### config.mk
export PLATFORM = sky130hd
export DESIGN_NAME = gf128_mul_serial_flat
export DESIGN_NICKNAME = d
export VERILOG_FILES = /design/src/rtl/gcm_pkg.sv /design/src/rtl/gf128_mul_serial_if.sv /design/src/rtl/gf128_digit_step.sv /design/src/rtl/gf128_mul_serial.sv /design/src/flat_wrapper.sv
export SDC_FILE = /design/constraint.sdc
export NUM_CORES = 2
export LEC_CHECK = 0
export BUFFER_PORTS_ARGS = -buffer_cell sky130_fd_sc_hd__buf_2
export CAP_MARGIN = 30
export CORE_MARGIN = 3
export CORE_UTILIZATION = 30
export DETAILED_ROUTE_END_ITERATION = 12
export PLACE_DENSITY = 0.48
export SETUP_SLACK_MARGIN = 0.15
export SYNTH_ARGS = -nofsm -noshare
export SYNTH_HDL_FRONTEND = slang
export SYNTH_SLANG_ARGS = --single-unit
export TNS_END_PERCENT = 50
### constraint.sdc
create_clock -name iClk -period 2.05 [get_ports iClk]
set_input_delay 0.615 -clock iClk [delete_from_list [all_inputs] [get_ports iClk]]
set_output_delay 0.615 -clock iClk [all_outputs]
set_load 0.05 [all_outputs]
### src/rtl/gcm_pkg.sv
// Shared types and constants for the GCM GF(2^128) multiplier.
// Blocks use GCM bit order: index 0 is the most significant bit.
package gcm_pkg;

    typedef logic [0:127] block_t;

    // Reduction constant for x^128 + x^7 + x^2 + x + 1 in reflected bit order
    localparam block_t GF_R = {8'hE1, 120'd0};

    typedef enum logic [1:0] {
        IDLE = 2'd0,
        BUSY = 2'd1,
        DONE = 2'd2
    } state_t;

    // One step of V: multiply by x and reduce.
    function automatic block_t gf_mul_x(input block_t v);
        return (v >> 1) ^ (v[127] ? GF_R : '0);
    endfunction

endpackage

### src/rtl/gf128_mul_serial_if.sv
// Operand/result handshake bundle for gf128_mul_serial.
interface gf128_mul_serial_if;
    import gcm_pkg::*;

    logic   iValid;
    logic   oReady;
    block_t iData;
    block_t iHashkey;
    logic   iAccum;
    logic   iClear;
    logic   oValid;
    logic   iReady;
    block_t oResult;

    modport master (
        output iValid, iData, iHashkey, iAccum, iClear, iReady,
        input  oReady, oValid, oResult
    );

    modport slave (
        input  iValid, iData, iHashkey, iAccum, iClear, iReady,
        output oReady, oValid, oResult
    );

endinterface

### src/rtl/gf128_digit_step.sv
// Combinational digit step: consumes DIGIT_W multiplier bits, bit 0 first,
// updating the partial product Z and the shifted multiplicand V.
module gf128_digit_step
    import gcm_pkg::*;
#(
    parameter int DIGIT_W = 8
) (
    input  logic [0:DIGIT_W-1] a_digit,
    input  block_t             z_in,
    input  block_t             v_in,
    output block_t             z_out,
    output block_t             v_out
);

    block_t z_acc;
    block_t v_acc;

    always_comb begin
        z_acc = z_in;
        v_acc = v_in;
        for (int i = 0; i < DIGIT_W; i++) begin
            if (a_digit[i]) begin
                z_acc = z_acc ^ v_acc;
            end
            v_acc = gf_mul_x(v_acc);
        end
    end

    assign z_out = z_acc;
    assign v_out = v_acc;

endmodule

### src/rtl/gf128_mul_serial.sv
// Digit-serial GF(2^128) multiplier with a GHASH accumulator Y.
// One multiplication takes 128/DIGIT_W cycles; iClear aborts and zeroes Y.
module gf128_mul_serial
    import gcm_pkg::*;
#(
    parameter int DIGIT_W = 8
) (
    input logic                iClk,
    input logic                iRstn,
    gf128_mul_serial_if.slave  bus
);

    localparam int NCYC  = 128 / DIGIT_W;
    localparam int CNT_W = (NCYC > 1) ? $clog2(NCYC) : 1;
    localparam logic [CNT_W-1:0] LAST_CNT = CNT_W'(NCYC - 1);

    state_t           state_q, state_d;
    block_t           a_q, a_d;
    block_t           z_q, z_d;
    block_t           v_q, v_d;
    block_t           y_q, y_d;
    block_t           result_q, result_d;
    logic [CNT_W-1:0] cnt_q, cnt_d;

    block_t z_step;
    block_t v_step;

    gf128_digit_step #(
        .DIGIT_W (DIGIT_W)
    ) u_step (
        .a_digit (a_q[0:DIGIT_W-1]),
        .z_in    (z_q),
        .v_in    (v_q),
        .z_out   (z_step),
        .v_out   (v_step)
    );

    always_comb begin
        state_d  = state_q;
        a_d      = a_q;
        z_d      = z_q;
        v_d      = v_q;
        y_d      = y_q;
        result_d = result_q;
        cnt_d    = cnt_q;

        if (bus.iClear) begin
            state_d  = IDLE;
            y_d      = '0;
            result_d = '0;
        end else begin
            case (state_q)
                IDLE: begin
                    if (bus.iValid) begin
                        a_d     = bus.iAccum ? (y_q ^ bus.iData) : bus.iData;
                        v_d     = bus.iHashkey;
                        z_d     = '0;
                        cnt_d   = '0;
                        state_d = BUSY;
                    end
                end
                BUSY: begin
                    // The consumed digit is shifted out so the next one sits at bit 0
                    a_d = a_q << DIGIT_W;
                    z_d = z_step;
                    v_d = v_step;
                    if (cnt_q == LAST_CNT) begin
                        state_d  = DONE;
                        result_d = z_step;
                        y_d      = z_step;
                    end else begin
                        cnt_d = cnt_q + CNT_W'(1);
                    end
                end
                DONE: begin
                    if (bus.iReady) begin
                        state_d = IDLE;
                    end
                end
                default: begin
                    state_d = IDLE;
                end
            endcase
        end
    end

    always_ff @(posedge iClk or negedge iRstn) begin
        if (!iRstn) begin
            state_q  <= IDLE;
            a_q      <= '0;
            z_q      <= '0;
            v_q      <= '0;
            y_q      <= '0;
            result_q <= '0;
            cnt_q    <= '0;
        end else begin
            state_q  <= state_d;
            a_q      <= a_d;
            z_q      <= z_d;
            v_q      <= v_d;
            y_q      <= y_d;
            result_q <= result_d;
            cnt_q    <= cnt_d;
        end
    end

    assign bus.oReady  = (state_q == IDLE);
    assign bus.oValid  = (state_q == DONE);
    assign bus.oResult = result_q;

endmodule

### src/flat_wrapper.sv
// flat-port wrapper written by rule: the top's interface ports become plain ports
module gf128_mul_serial_flat import gcm_pkg::*;
#(
    parameter int DIGIT_W = 8
)
  (iClk, iRstn, bus_iValid, bus_iData, bus_iHashkey, bus_iAccum, bus_iClear, bus_iReady, bus_oReady, bus_oValid, bus_oResult);
  gf128_mul_serial_if bus_i ();
  input logic iClk;
  input logic iRstn;
  input wire logic [$bits(bus_i.iValid)-1:0] bus_iValid;
  input wire logic [$bits(bus_i.iData)-1:0] bus_iData;
  input wire logic [$bits(bus_i.iHashkey)-1:0] bus_iHashkey;
  input wire logic [$bits(bus_i.iAccum)-1:0] bus_iAccum;
  input wire logic [$bits(bus_i.iClear)-1:0] bus_iClear;
  input wire logic [$bits(bus_i.iReady)-1:0] bus_iReady;
  output wire logic [$bits(bus_i.oReady)-1:0] bus_oReady;
  output wire logic [$bits(bus_i.oValid)-1:0] bus_oValid;
  output wire logic [$bits(bus_i.oResult)-1:0] bus_oResult;
  assign bus_i.iValid = bus_iValid;
  assign bus_i.iData = bus_iData;
  assign bus_i.iHashkey = bus_iHashkey;
  assign bus_i.iAccum = bus_iAccum;
  assign bus_i.iClear = bus_iClear;
  assign bus_i.iReady = bus_iReady;
  assign bus_oReady = bus_i.oReady;
  assign bus_oValid = bus_i.oValid;
  assign bus_oResult = bus_i.oResult;
  gf128_mul_serial #(.DIGIT_W(DIGIT_W)) u_core (.iClk(iClk), .iRstn(iRstn), .bus(bus_i));
endmodule
==> metrics.md <==
| Metric | Value |
|---|---|
| Die Footprint | roughly 0.12 mm^2 |
| Sw frac | 0.408 |
| CTS Sinks | 518 |
| Startpoint Class | flop |
| Core Area | 0.119 mm^2 |
| Period minus WS final | 2.22 ns |
| Avg WL per Cell | 22.0 um |
| Crit end category | output pin |
| DRC Markers | 0 |
| Seq pwr share | 0.235 |
| Die Ht | 353 um |
| Combinational share of power | 0.576 |
| Peak VDD IR | 592 uV |
| Setup crit start | u_core.state_q[0] |
| Mean Syn Cell Area | 8.06 um^2 |
| Total wire length | 147000 um |
| Drt first-iter violations | 2502 |
| Synth Cell Area | 0.0360 mm^2 |
| Violated checks | negative setup slack |
| Final core occ | 0.430 |
| Period utilisation layout | 1.08 |
| HP Start | bus_iHashkey[33] |
| R2r setup slk | -0.16 ns |
| Overall routing resource usage | 0.225 |
| Final HPWL DP | 93400 um |
| Min-Delay Path Depth | 3 |
| Share of layout cells above drive strength 1 | 0.305 |
| Post-route insts no fill | approximately 6700 |
| Area leader, netlist | dfrtp_1 |
| Max-Cap Viols | 0 |
| Final setup fails | 201 |
| Cells on worst reg2reg path | 10 |
| # port buffers | 391 |
| Final RePlAce weighted congestion | 0.856 |
| Worst skew pair latency | 0.64 ns |
| CP required | 1.43 ns |
| Warnings from Yosys | 0 |
| Synthesized Nets | between 4000 and 5000 |
| Area of the multi-input gates | 0.0250 mm^2 |
| First-pass GRT wire length | roughly 210000 um |
| Crit-path max FO | 3 |
| Largest net degree at the start of global routing | 76 |
| Register Area | between 0.01 and 0.015 mm^2 |
| Ys async rst share | 1.00 |
| Initial Util | 0.304 |
| Hold endpoint | u_core.v_q[33] |
| DP Cell Count | 6375 |
| FF-to-FF End | u_core.z_q[37] |
| Most common cell after layout, fill and taps aside | nand2_1 |
| Die width | between 300 and 400 um |
| RSZ-0062 raised after global routing | true |
| CP Class | reg2out |
| Delay-heaviest family, CP | buffers and inverters |
| Outcome | finished, violations left |
| Ports | roughly 390 |
| Net Switching | 27.4 mW |
| Cells along the critical path | buf_6, nor2b_1, buf_4, buf_8 |
| Crit path DAT | 1.61 ns |
| Critical path's slowest cell | dfrtp_1 |
| CTS H-tree depth | 3 |
| Overflow after GRT | 0 |
| Internal power | between 30 and 40 mW |
| Clock network power share | 0.189 |
| Top-area cell type share of the netlist area | 0.360 |
| Buffers plus inverters on the worst setup path | 3 |
| Via Count | 32717 |
| Final ANT Viol Nets | 0 |
| PD cells | roughly 1300 mW/mm^2 |
| Final Max Slew Viols | 0 |
| EDFF count, synth | 0 |
| Initial antenna violation count | 8 |
| Area Growth Syn to Fin | 41.5% |
| Fmax | 450 MHz |
| Maximum clock path buffer count | 3 |
| Reg2reg start | u_core.a_q[120] |
| Fin. Hold Viols | 0 |
| Num CTS Buffers | 68 |
| Final net count | between 5000 and 6000 |
| Worst Hold Class | in2reg |
| Worst stage delay on the critical path | around 0.4 ns |
| Clock Tree Root | clkbuf_16 |
| Slew @ Worst Pin | 0.663 ns |
| Top cells by area, synth | dfrtp_1 36%, xnor2_1 19%, nand2_1 13% |
| Most frequent cells in the layout | 1090 x nand2_1, 565 x xnor2_1, 467 x dfrtp_1, 358 x nor2_1, 338 x buf_2 |
| Cells after synthesis | 4474 |
| #FFs+latches synth | 518 |
| LEAKAGE | 22.5 nW |
| Pre-antenna DRT Iters | 6 |
| Via/cell ratio | 4.91 |
| Vias in the first global route | 31976 |
| Clock Skews | 0.0378 ns |
| Final WS setup | -0.174 ns |
| Worst-path clk slew | 0.05 ns |
| CTS tree | built |
| Rel. slew slack | 0.558 |
| Dominant synthesized flop cell | dfrtp_1 |
| Fillers | 11585 |
| Post-synthesis cell type count | 44 |
| Std-Cell Rows | 126 |
| Sequential share of the synthesized area | 0.360 |
repair_timing:
item                       4_1_cts  5_1_grt
cloned                          32        9
pin swaps                      388      530
hold endpoints to repair        21        0
gates resized for setup        477      479
hold buffers                     1        0
setup endpoints to repair      381      372
setup buffers                  115       10
synthesized netlist by cell type (all sizes together) (9+ instances only):
cell    number
a21oi      140
a22o       244
buf        152
clkbuf     264
dfrtp      518
inv          9
nand2     1294
nand3       10
nor2       361
o21ai      152
o22ai      121
xnor2      767
xor2       389
worst reg2reg max path, cell delays in order (launching register included):
cell and delay (ns):
dfrtp_4 0.52, buf_12 0.16, buf_16 0.17, buf_16 0.18
nand2_4 0.11, xor2_2 0.17, xnor2_1 0.15, xnor2_1 0.19
xnor2_1 0.10, buf_4 0.16, a22o_1 0.20
state kept, by name (all words and copies together), names as in the netlist:
register and count:
u_core.a_q 128, u_core.cnt_q 4, u_core.state_q 2, u_core.v_q 128
u_core.y_q 128, u_core.z_q 128
stage by stage:
stage	setup slack [ns]	TNS, ns	hold slack, ns	cell area [um^2]	power [mW]
2_1_floorplan	0.145	0	0.319	36000	37.2
3_3_place_gp	-0.0468	-0.0468	0.464	41800	46.2
3_5_place_dp	-0.0680	-0.177	0.471	41800	46.5
4_1_cts	-0.208	-14.10	0.184	48000	63.2
5_1_grt	-0.221	-28.46	0.218	51000	71.0
6_report	-0.174	-10.87	0.234	51000	67.1
final cells by class:
cell class | count | share of cell area
clock inverters | 25 | 0.00574
diodes | 4 | 0.000196
repair buffers | 884 | 0.168
inverters | 9 | 0.000662
well taps | 1600 | 0.0392
flip-flops and latches | 518 | 0.256
multi-input cells | 3531 | 0.490
clock buffers | 95 | 0.0402
metal layers:
| layer | global-route usage | up-vias | wire (um) |
|---|---|---|---|
| li1 | - | 15367 | - |
| met1 | 0.321 | 16125 | 66200 |
| met2 | 0.348 | 1016 | 65800 |
| met3 | 0.0409 | 203 | 10300 |
| met4 | 0.0623 | 6 | 4410 |
| met5 | 0 | - | 41 |
kinds of logic (layout without fill, tap and decap cells):
logic type | after synthesis | after routing | share of synthesized area
DFF | 518 | 518 | 0.360
buffers and inverters | 425 | 1013 | 0.0495
AOI/OAI and AO/OA | 677 | 677 | 0.126
xor gates and xnor gates | 1165 | 1165 | 0.287
and+or+nand+nor | 1686 | 1686 | 0.177
adders and majority gates | 1 | 1 | 0.000347
other | 0 | 4 | 0
muxes | 2 | 2 | 0.000555
power groups by stage:
stage / Combinational [mW] / Clock, mW / Sequential, mW
after floorplan: 24.1 / 0 / 13.2
after global placement: 30.7 / 0 / 15.5
after detailed placement: 31.0 / 0 / 15.5
after CTS: 34.7 / 13.0 / 15.5
after global routing: 41.6 / 13.4 / 16.0
final: 38.7 / 12.7 / 15.8
worst max path at each step:
| stage | to | slack [ns] | cells past startpoint |
|---|---|---|---|
| 2_1_floorplan | u_core.y_q[120] | 0.14 | 7 |
| 3_3_place_gp | u_core.a_q[40] | -0.05 | 8 |
| 3_5_place_dp | u_core.a_q[40] | -0.07 | 8 |
| 4_1_cts | bus_oValid | -0.21 | 4 |
| 5_1_grt | u_core.y_q[55] | -0.22 | 10 |
| 6_report | bus_oValid | -0.17 | 4 |
No activity file was read; power rests on OpenSTA's default activity.
